**config.mk**
```make
export PLATFORM = sky130hd
export DESIGN_NAME = mult_unit
export DESIGN_NICKNAME = d
export VERILOG_FILES = /design/src/rtl/mult_pkg.sv /design/src/rtl/mult_step.sv /design/src/rtl/mult_unit.sv
export SDC_FILE = /design/constraint.sdc
export NUM_CORES = 1
export LEC_CHECK = 0
export CAP_MARGIN = 20
export CORE_ASPECT_RATIO = 1.5
export CORE_MARGIN = 2
export CORE_UTILIZATION = 50
export CTS_CLUSTER_DIAMETER = 120
export DETAILED_ROUTE_END_ITERATION = 8
export PLACE_DENSITY = 0.79
export SETUP_SLACK_MARGIN = 0.1
export SYNTH_ARGS = -nofsm -noshare
export SYNTH_HDL_FRONTEND = slang
export SYNTH_HIERARCHICAL = 1
export SYNTH_SLANG_ARGS = --single-unit
```
**constraint.sdc**
```tcl
create_clock -name clk -period 4.8 [get_ports clk]
set_input_delay 0.96 -clock clk [delete_from_list [all_inputs] [get_ports clk]]
set_output_delay 0.96 -clock clk [all_outputs]
set_load 0.02 [all_outputs]
```
**src/rtl/mult_pkg.sv**
```systemverilog
// Shared constants for the iterative HI/LO multiplier: FSM state encoding
// and the default operand width.
package mult_pkg;

  localparam logic [1:0] MS_IDLE = 2'd0;
  localparam logic [1:0] MS_CALC = 2'd1;
  localparam logic [1:0] MS_DONE = 2'd2;

  localparam int MULT_WIDTH = 32;

endpackage

```
**src/rtl/mult_step.sv**
```systemverilog
// One radix-2 shift-add iteration: conditionally add the multiplicand into the
// upper accumulator half (carry kept), then shift the whole accumulator right.
module mult_step
  import mult_pkg::*;
#(
  parameter int WIDTH = MULT_WIDTH
) (
  input  logic [2*WIDTH-1:0] acc,
  input  logic [WIDTH-1:0]   mcand,
  input  logic               mplier_lsb,
  output logic [2*WIDTH-1:0] acc_next
);

  logic [WIDTH:0] upper;

  always_comb begin
    upper = {1'b0, acc[2*WIDTH-1:WIDTH]};
    if (mplier_lsb) begin
      upper = upper + {1'b0, mcand};
    end
    // The carry bit becomes the new MSB once the accumulator shifts right.
    acc_next = (2*WIDTH)'({upper, acc[WIDTH-1:0]} >> 1);
  end

endmodule

```
**src/rtl/mult_unit.sv**
```systemverilog
// Iterative MULT/MULTU unit with HI/LO registers and MTHI/MTLO write port.
// Signed operands are multiplied as magnitudes and the product negated at the end.
module mult_unit
  import mult_pkg::*;
#(
  parameter int WIDTH = MULT_WIDTH
) (
  input  logic             clk,
  input  logic             rst,
  input  logic             start,
  input  logic             is_signed,
  input  logic [WIDTH-1:0] a,
  input  logic [WIDTH-1:0] b,
  input  logic             hi_we,
  input  logic             lo_we,
  input  logic [WIDTH-1:0] wdata,
  output logic             busy,
  output logic             done,
  output logic [WIDTH-1:0] hi,
  output logic [WIDTH-1:0] lo
);

  localparam int CW = (WIDTH > 1) ? $clog2(WIDTH) : 1;
  localparam logic [CW-1:0] LAST = CW'(WIDTH - 1);

  logic [1:0]         state_reg, state_next;
  logic [CW-1:0]      count_reg;
  logic [2*WIDTH-1:0] acc_reg, acc_next;
  logic [WIDTH-1:0]   mcand_reg, mplier_reg;
  logic [WIDTH-1:0]   hi_reg, lo_reg;
  logic               neg_reg;
  logic [WIDTH-1:0]   abs_a, abs_b;
  logic [2*WIDTH-1:0] result;

  mult_step #(.WIDTH(WIDTH)) u_step (
    .acc        (acc_reg),
    .mcand      (mcand_reg),
    .mplier_lsb (mplier_reg[0]),
    .acc_next   (acc_next)
  );

  // The most-negative value negates to itself, which is its correct unsigned magnitude.
  assign abs_a  = (is_signed && a[WIDTH-1]) ? -a : a;
  assign abs_b  = (is_signed && b[WIDTH-1]) ? -b : b;
  assign result = neg_reg ? -acc_next : acc_next;

  always_ff @(posedge clk) begin
    if (rst) begin
      state_reg <= MS_IDLE;
    end else begin
      state_reg <= state_next;
    end
  end

  always_comb begin
    state_next = state_reg;
    case (state_reg)
      MS_IDLE: if (start) state_next = MS_CALC;
      MS_CALC: if (count_reg == LAST) state_next = MS_DONE;
      MS_DONE: state_next = start ? MS_CALC : MS_IDLE;
      default: state_next = MS_IDLE;
    endcase
  end

  always_comb begin
    busy = (state_reg == MS_CALC);
    done = (state_reg == MS_DONE);
  end

  always_ff @(posedge clk) begin
    if (rst) begin
      count_reg  <= '0;
      acc_reg    <= '0;
      mcand_reg  <= '0;
      mplier_reg <= '0;
      neg_reg    <= 1'b0;
      hi_reg     <= '0;
      lo_reg     <= '0;
    end else if (state_reg == MS_CALC) begin
      acc_reg    <= acc_next;
      mplier_reg <= mplier_reg >> 1;
      count_reg  <= count_reg + 1'b1;
      if (count_reg == LAST) begin
        {hi_reg, lo_reg} <= result;
      end
    end else begin
      // MTHI/MTLO land now; a product started this edge overwrites them at done.
      if (hi_we) hi_reg <= wdata;
      if (lo_we) lo_reg <= wdata;
      if (start) begin
        acc_reg    <= '0;
        count_reg  <= '0;
        mcand_reg  <= abs_a;
        mplier_reg <= abs_b;
        neg_reg    <= is_signed && (a[WIDTH-1] ^ b[WIDTH-1]);
      end
    end
  end

  assign hi = hi_reg;
  assign lo = lo_reg;

endmodule

```
==> flow_summary.json <==
{
  "p_int_mw": 3.07,
  "fmax_mhz": 224,
  "synthCells": 1771,
  "cts_root_buffer": "clkbuf_16",
  "worstPathMaxFanout": 7,
  "crit_path_cell_trace": "ha_1, fa_1, a21o_1, a2111oi_0, o31a_2, o21ai_2, xor2_1, mux2_2, nor3_1, and4_1, nand4_1, nor4_1, mux2i_1, a2111oi_0",
  "io_pins": 168,
  "grt_pass1_wl_um": 73400,
  "gp_congestion": 0.985,
  "setup_viol": 0,
  "p_per_area_nw_per_um2": 287,
  "die_w_um": 138,
  "critPathBufInv": 0,
  "status": "finished, final reports clean",
  "overflow": 0,
  "path_class": "reg2reg",
  "cts-buffers-inserted": 17,
  "antenna_cells": 0,
  "min_path_cells": 2,
  "synth_nets": 1911,
  "cp_top_family": "compound AO/OA/AOI/OAI gates",
  "rsz0062_at_grt": "false",
  "register_area_um2": 3990,
  "drv_cap": 0,
  "maxSlewViolCount": 0,
  "seqPwrFrac_pct": 40.7,
  "largest_reg_flops": 63,
  "hold_viol": 0,
  "cp-start-kind": "flop",
  "drc": 0,
  "rr_worst_depth": 14,
  "die_h_um": 204,
  "syn_area_um2": 13400,
  "worst_slew_pin_slew_ps": 878,
  "post-route-min-period_ps": 4460,
  "start_util_pct": 50.7,
  "tritoncts": "yes",
  "syn2layout_area_growth_pct": 16.7,
  "slowest_delay_ps": 480,
  "r2r_slack_ps": 340,
  "cp_slowest_cell": "a2111oi_0",
  "fin_nets": 1960,
  "yosys_warnings": 6,
  "htreeDepth": 4,
  "multi_input_area_um2": 8590,
  "syn_avg_cell_area_um2": 7.55,
  "clock_sinks": 199,
  "grt_use_total_pct": 33.6,
  "r2r-start": "acc_reg[32]",
  "dieArea_um2": 28100,
  "power_frac_comb_pct": 23.4,
  "postCtsSetupRepairBufs": 0,
  "drt-wirelength-per-cell_um": 21.8,
  "first_iter_violations": 1333,
  "swShare_pct": 31.4,
  "setup_tns_ps": 0,
  "fin_skew_ps": 12.2,
  "dr.pass1.iters": 6,
  "avgViaCountPerCell": 6.52,
  "grt_pass1_vias": 13500,
  "grt_max_degree": 81,
  "r2r_end": "hi[20]",
  "antenna_found_initial": 0,
  "dpl.hpwl_um": 34400,
  "pwr-share-clk_pct": 35.9,
  "port_buffers": 167,
  "core_area_um2": 26400,
  "cts_max_path_buffers": 2,
  "num_rows": 73,
  "hold_class": "reg2reg",
  "cts_resized": 0,
  "hold_buffers": 0,
  "ant_nets": 0,
  "leakage_nw": 6.05,
  "endpoint_kind": "flop",
  "hold_end": "lo[11]",
  "worstHoldStart": "lo[11]",
  "cp.required_ps": 5120,
  "p_sw_mw": 1.41,
  "cpMostUsedCell": "a2111oi_0",
  "drive_above_1_share_pct": 6.38,
  "final_min_period_over_clock_period_pct": 93.0,
  "crit_arrival_ps": 4780,
  "fillCellCount": 2412,
  "peakVddDrop_mv": 0.235,
  "slew_headroom_pct": 41.5,
  "drt-total-wl_um": 47400,
  "path_clk_slew_ps": 80,
  "vias": 14100,
  "utilization_pct": 59.1,
  "insertion_delay_ps": 450
}
metrics by stage:
step                total power, mW  worst slack (ps)  hold WS [ps]  cells  cell area, um2
finish                         4.48               336           456   2170           15600
global placement               2.86               600           444   2138           15000
global route                   4.63               124           488   2170           15600
detailed placement             2.88               468           446   2138           15000
CTS                            4.46               449           456   2170           15600
floorplan                      2.47               939           428   1771           13400
worst min-delay path: stages (launching register included):
cell and delay (ps):
dfxtp_1 310, nand2_1 50, a21oi_1 50
cell type report:
cell class | count | share of cell area (%)
clock buffers | 20 | 2.99
clock inverters | 12 | 1.21
inverters | 23 | 0.569
multi-input cells | 1386 | 55.0
flip-flops and latches | 199 | 25.5
well taps | 337 | 2.70
repair buffers | 193 | 11.9
layout by cell type (no fill, tap or decap), types with 48 or more instances in the layout:
cell type / n
nor2_1: 241
a21oi_1: 208
dfxtp_1: 198
clkdlybuf4s50_1: 166
nand2_1: 134
and3_1: 82
o21ai_0: 69
xor2_1: 68
a211oi_1: 51
xnor2_1: 48
per-layer routing:
layer  vias up  track usage [%]  wire (um)
met1      6811             37.5      17200
met2       580             58.7      24100
met3       185             4.49       2580
met5         -                0          0
li1       6568                -          -
met4         0             21.8       3430
power by group through the flow:
stage,Clock [mW],Sequential [mW],Combinational [mW]
2_1_floorplan,0,1.87,0.597
3_3_place_gp,0,1.86,1.01
3_5_place_dp,0,1.86,1.02
4_1_cts,1.61,1.82,1.03
5_1_grt,1.68,1.83,1.12
6_report,1.61,1.82,1.05
worst max path at each step:
stage	slack (ps)	cells past startpoint	from	to
6_report	340	14	acc_reg[32]	hi[20]
5_1_grt	120	14	acc_reg[32]	hi[20]
4_1_cts	450	14	acc_reg[32]	hi[20]
3_5_place_dp	470	14	acc_reg[32]	hi[20]
3_3_place_gp	600	14	acc_reg[32]	hi[20]
2_1_floorplan	940	13	acc_reg[32]	hi[15]
Power figures use the tool's default switching activity.
